$ cat src/rtl/bcd_serial_add_ctrl.sv
// ---------------------------------------------------------------------------
// bcd_serial_add_ctrl
//
// Purpose
//   Adds two DIGITS-wide packed BCD operands using a single one-digit BCD
//   adder stage (digit + digit + carry). One digit is processed per clock,
//   least-significant digit first, and the decimal carry ripples between
//   steps. A requester starts an operation with a start pulse and collects
//   the result when done pulses.
//
//   Sequence: IDLE -> ADD (DIGITS cycles) -> DONE (1 cycle) -> IDLE.
//   The start-to-done latency is DIGITS+1 cycles and the earliest follow-up
//   start is accepted in the cycle after done.
//
// Parameters
//   DIGITS  number of BCD digits per operand (>= 1)
//
// Ports
//   clk    in   1          rising-edge clock
//   rst    in   1          synchronous, active-high reset
//   start  in   1          request; sampled only while idle
//   a      in   4*DIGITS   operand A, packed BCD, digit 0 = a[3:0]
//   b      in   4*DIGITS   operand B, packed BCD, digit 0 = b[3:0]
//   sum    out  4*DIGITS   result digits, packed BCD (registered)
//   cout   out  1          decimal carry out of the top digit (registered)
//   busy   out  1          high while in ADD or DONE
//   done   out  1          one-cycle pulse; sum/cout/err are valid
//   err    out  1          an operand digit was > 9 in the last operation
// ---------------------------------------------------------------------------
module bcd_serial_add_ctrl #(
  parameter int DIGITS = 4
) (
  input  logic                  clk,
  input  logic                  rst,
  input  logic                  start,
  input  logic [4*DIGITS-1:0]   a,
  input  logic [4*DIGITS-1:0]   b,
  output logic [4*DIGITS-1:0]   sum,
  output logic                  cout,
  output logic                  busy,
  output logic                  done,
  output logic                  err
);

  localparam int IDX_W = (DIGITS > 1) ? $clog2(DIGITS) : 1;

  typedef enum logic [1:0] {
    S_IDLE = 2'd0,
    S_ADD  = 2'd1,
    S_DONE = 2'd2
  } state_t;

  // -------------------------------------------------------------------------
  // Registers
  // -------------------------------------------------------------------------
  state_t                r_state;
  logic [4*DIGITS-1:0]   r_a;
  logic [4*DIGITS-1:0]   r_b;
  logic [IDX_W-1:0]      r_idx;
  logic                  r_carry;
  logic [4*DIGITS-1:0]   r_sum;
  logic                  r_cout;
  logic                  r_err;

  // -------------------------------------------------------------------------
  // Combinational signals
  // -------------------------------------------------------------------------
  state_t                w_next_state;
  logic [3:0]            w_ad;        // current digit of latched A
  logic [3:0]            w_bd;        // current digit of latched B
  logic [4:0]            w_s;         // raw binary digit sum, 0..31
  logic [4:0]            w_s_adj;     // w_s - 10, used when w_s >= 10
  logic                  w_ge10;      // decimal carry out of this digit
  logic [3:0]            w_digit;     // corrected BCD digit
  logic                  w_bad;       // this step sees a non-BCD digit
  logic                  w_last;      // this step handles the top digit
  logic                  w_accept;    // start accepted this cycle

  // -------------------------------------------------------------------------
  // Single-digit BCD adder stage, shared across all digit positions.
  // The digit index selects a nibble of the latched operands; {idx,2'b00}
  // is simply 4*idx without widening the index arithmetic.
  // -------------------------------------------------------------------------
  assign w_ad    = r_a[{r_idx, 2'b00} +: 4];
  assign w_bd    = r_b[{r_idx, 2'b00} +: 4];
  assign w_s     = {1'b0, w_ad} + {1'b0, w_bd} + {4'd0, r_carry};
  assign w_ge10  = (w_s >= 5'd10);
  assign w_s_adj = w_s - 5'd10;
  // Non-BCD operands can push w_s past 19; only the low nibble is kept,
  // and the result is discarded at the end via the error path anyway.
  assign w_digit = w_ge10 ? w_s_adj[3:0] : w_s[3:0];
  assign w_bad   = (w_ad > 4'd9) || (w_bd > 4'd9);
  assign w_last  = (r_idx == IDX_W'(DIGITS - 1));

  // -------------------------------------------------------------------------
  // Next-state logic
  // -------------------------------------------------------------------------
  always_comb begin
    // NOTE: every output of this block gets a default before the case so no
    // path leaves a signal unassigned, which would otherwise infer a latch.
    w_next_state = r_state;
    w_accept     = 1'b0;

    unique case (r_state)
      S_IDLE: begin
        if (start) begin
          w_accept     = 1'b1;
          w_next_state = S_ADD;
        end
      end

      S_ADD: begin
        if (w_last) begin
          w_next_state = S_DONE;
        end
      end

      S_DONE: begin
        // Exactly one cycle; any start seen here is dropped, not queued.
        w_next_state = S_IDLE;
      end

      default: begin
        w_next_state = S_IDLE;
      end
    endcase
  end

  // -------------------------------------------------------------------------
  // State register
  // -------------------------------------------------------------------------
  always_ff @(posedge clk) begin
    // NOTE: state is updated with non-blocking assignments so every register
    // in the design samples pre-edge values, independent of statement order.
    if (rst) begin
      r_state <= S_IDLE;
    end else begin
      r_state <= w_next_state;
    end
  end

  // -------------------------------------------------------------------------
  // Datapath registers
  // -------------------------------------------------------------------------
  always_ff @(posedge clk) begin
    if (rst) begin
      // NOTE: the latched operands are reset along with everything else;
      // they are plain flops, not a memory, so clearing them is free and
      // keeps post-reset behaviour fully deterministic.
      r_a     <= '0;
      r_b     <= '0;
      r_idx   <= '0;
      r_carry <= 1'b0;
      r_sum   <= '0;
      r_cout  <= 1'b0;
      r_err   <= 1'b0;
    end else begin
      unique case (r_state)
        S_IDLE: begin
          if (w_accept) begin
            r_a     <= a;
            r_b     <= b;
            r_idx   <= '0;
            r_carry <= 1'b0;
            r_sum   <= '0;
            r_cout  <= 1'b0;
            r_err   <= 1'b0;
          end
        end

        S_ADD: begin
          r_sum[{r_idx, 2'b00} +: 4] <= w_digit;
          r_carry                    <= w_ge10;
          if (w_bad) begin
            r_err <= 1'b1;
          end
          if (w_last) begin
            // Leaving ADD: publish the carry, or blank the whole result if
            // any digit (including this last one) was not valid BCD. The
            // later assignment to r_sum overrides the digit write above.
            if (r_err || w_bad) begin
              r_sum  <= '0;
              r_cout <= 1'b0;
            end else begin
              r_cout <= w_ge10;
            end
          end else begin
            r_idx <= r_idx + IDX_W'(1);
          end
        end

        S_DONE: begin
          // Results are already in place and simply held from here on.
        end

        default: begin
        end
      endcase
    end
  end

  // -------------------------------------------------------------------------
  // Outputs
  // -------------------------------------------------------------------------
  assign sum  = r_sum;
  assign cout = r_cout;
  assign err  = r_err;
  assign busy = (r_state == S_ADD) || (r_state == S_DONE);
  assign done = (r_state == S_DONE);

endmodule

$ cat config.mk
export PLATFORM = sky130hd
export DESIGN_NAME = bcd_serial_add_ctrl
export DESIGN_NICKNAME = d
export VERILOG_FILES = /design/src/rtl/bcd_serial_add_ctrl.sv
export SDC_FILE = /design/constraint.sdc
export NUM_CORES = 1
export LEC_CHECK = 0
export ABC_AREA = 1
export BUFFER_PORTS_ARGS = -buffer_cell sky130_fd_sc_hd__clkbuf_2
export CAP_MARGIN = 10
export CORE_UTILIZATION = 45
export DETAILED_ROUTE_END_ITERATION = 10
export PLACE_DENSITY = 0.72
export SYNTH_ARGS = -nofsm -noshare
export SYNTH_HDL_FRONTEND = slang
export SYNTH_SLANG_ARGS = --single-unit
$ cat constraint.sdc
create_clock -name clk -period 4.4 [get_ports clk]
set_input_delay 0.88 -clock clk [delete_from_list [all_inputs] [get_ports clk]]
set_output_delay 0.88 -clock clk [all_outputs]
set_load 0.01 [all_outputs]
==> flow_metrics.tcl <==
set metrics [dict create \
    worstMarginPinSlew_ps 886 \
    post-dp-hpwl_um 4900 \
    die_w_um 82.0 \
    coreArea_um2 6030 \
    grt_first_pass_wirelength_um 11200 \
    place_ws_ps 949 \
    netlist_area_um2 2880 \
    ys.warnings.count 0 \
    cp.required_ps 4650 \
    setup_viol 0 \
    period_needed_ps 3500 \
    post_cts_resized 0 \
    critPathCaptureType "flop" \
    hp-class "reg2reg" \
    wire_per_inst_um 12.0 \
    ff2ff_path_depth 15 \
    dr.pass1.iters 6 \
    critPathLaunchType "flop" \
    finalCritPeriodShare 0.795 \
    drive_above_1_share 0.153 \
    slew_headroom 0.409 \
    post-cts-setup-buffers 0 \
    io_buffer_count 54 \
    synth_compound_area_frac 0.159 \
    ys_seq_area_frac 0.383 \
    cts_buffers 5 \
    mostFrequentLayoutCell "nand2_1" \
    cp_max_fo 23 \
    nets 525 \
    cts_max_level 2 \
    cts.clk_slew.worst_paths_ps 110 \
    timing.rr.start "r_idx[0]" \
    wl_um 6640 \
    place_area_um2 3170 \
    start_util 0.477 \
    synth_area_per_cell_um2 6.67 \
    cts_root_buffer "clkbuf_8" \
    grt_pass1_vias 2472 \
    die_h_um 82.0 \
    route.detailed.drc 0 \
    dieArea_um2 6720 \
    yosys.area_share.simple 0.305 \
    power.density_nw_per_um2 377 \
    clock_sinks 55 \
    whs_endpoint "r_b[11]" \
    setup_tns_ps 0 \
    max_freq_mhz 286 \
    synth.distinct_cells 27 \
    seq_area_um2 1100 \
    syn_inst 431 \
    rows 28 \
    antennaDiodeCount 0 \
    path_class "reg2reg" \
    ant_nets 0 \
    clock_path_buffers 2 \
    grt_overflow 0 \
    p_leak_uw 0.00151 \
    routabilityCongestion 0.882 \
    antenna_found_initial 0 \
    vias_per_cell 5.07 \
    clk_latency_ps 320 \
    final_cell_mix "105 x nand2_1, 81 x nor2_1, 55 x dfxtp_1, 54 x clkbuf_2, 48 x o21ai_0" \
    ios 55 \
    grt_usage 0.215 \
    synth_nets 481 \
    cts_tree "built" \
    holdBufCountCts 0 \
    drtIter0Drc 179 \
    fillers 602 \
    final_hold_viol_count 0 \
    grt_start_max_net_pins 37 \
    finalInstanceArea_um2 3270 \
    rrSetupSlack_ps 900 \
    slew_viol_final 0 \
    synthMuxAreaShare 0 \
    synth_adder_area_share 0.0705 \
    rsz0062_at_grt "no" \
    rr_endpoint "sum[11]" \
    cp.arrival_ps 3750 \
    vias 2793 \
    whs_ps 480 \
    worstHoldStart "r_b[11]" \
    skew_ps 4.78 \
    ys_ff_latch 55 \
    whs_path_depth 2 \
    drv_cap 0 \
    synth_top_family_by_area "simple AND/OR/NAND/NOR gates" \
    synth_xor_area_frac 0 \
    outcome "completed" \
    setup_ws_ps 901 \
    syn2layout_area_growth_pct 13.5 \
    vdd_drop_max_uv 226 \
    multi_input_area_um2 1540 \
]
==> area by class of cell <==
| class | count | area share |
|---|---|---|
| multi-input combinational | 318 | 0.471 |
| sequential | 55 | 0.337 |
| timing repair buffer | 57 | 0.0897 |
| inverter | 38 | 0.0437 |
| tap | 75 | 0.0287 |
| clock buffer | 5 | 0.0211 |
| clock inverter | 3 | 0.00843 |
==> critical path, cell delays in order (launching register included) <==
cell and delay [ps]:
dfxtp_1 380, buf_4 210, inv_2 180, o21ai_0 200
o22ai_1 110, fa_1 460, fa_1 410, nand2_1 100
nand2_1 90, ha_1 230, or2_2 300, o21ai_0 360
nand3_1 110, o21ai_0 100, nand2_1 70, a21oi_1 120
==> kinds of logic (layout without fill, tap and decap cells) <==
logic type | after synthesis | after routing
buffers and inverters | 58 | 103
DFF | 55 | 55
AOI/OAI and AO/OA | 87 | 87
and+or+nand+nor | 216 | 216
adders and majority gates | 15 | 15
==> how the worst max path moves through the flow <==
| stage | start | endpoint | slack [ps] | cells after the start |
|---|---|---|---|---|
| after CTS | r_idx[1] | sum[11] | 910 | 14 |
| after global placement | r_idx[1] | sum[15] | 1050 | 14 |
| after detailed placement | r_idx[1] | sum[11] | 950 | 14 |
| after global routing | r_idx[1] | sum[11] | 610 | 14 |
| final | r_idx[0] | sum[11] | 900 | 15 |
| after floorplan | r_idx[0] | sum[11] | 1230 | 15 |
==> metal layers <==
| layer | wire length (µm) | track usage | vias to the layer above |
|---|---|---|---|
| met2 | 2960 | 0.353 | 71 |
| met1 | 3200 | 0.273 | 1238 |
| met5 | 0 | 0 | - |
| li1 | - | - | 1470 |
| met3 | 341 | 0.0500 | 14 |
| met4 | 134 | 0.0789 | 0 |
==> power by group <==
group          switching (µW)  internal (µW)  leakage, µW
clock                     180            117    0.0000463
combinational             240            124      0.00102
sequential               26.9            542     0.000451
total                     446            783      0.00151
==> cell usage after synthesis, drive strengths merged <==
cell    instances  area (µm²)
fa              2        40.0
a22o            1        8.76
o21a            2        15.0
o211ai          3        22.5
inv            37         139
nand3          19         113
buf             8        48.8
clkinv          1        3.75
or2             1        6.26
nor2           81         304
nor3            1        5.00
a21oi          30         150
o22ai           2        12.5
nand2         106         400
nor4            1        6.26
clkbuf         12        45.0
ha             13         163
dfxtp          55        1100
nand4           7        43.8
o21ai          49         249
==> metrics by stage <==
step / utilization / cells / total power, µW
2_1_floorplan: - / 431 / 848
5_1_grt: 0.542 / 551 / 1320
3_3_place_gp: 0.526 / 543 / 930
6_report: 0.542 / 551 / 1230
4_1_cts: 0.542 / 551 / 1240
3_5_place_dp: 0.526 / 543 / 940
==> state kept, by name, summed over array words and instances (netlist names) <==
signal / count
r_b: 16
sum: 16
r_idx: 2
r_carry: 1
err: 1
cout: 1
r_a: 16
r_state: 2
(Power assumes the default switching activity.)
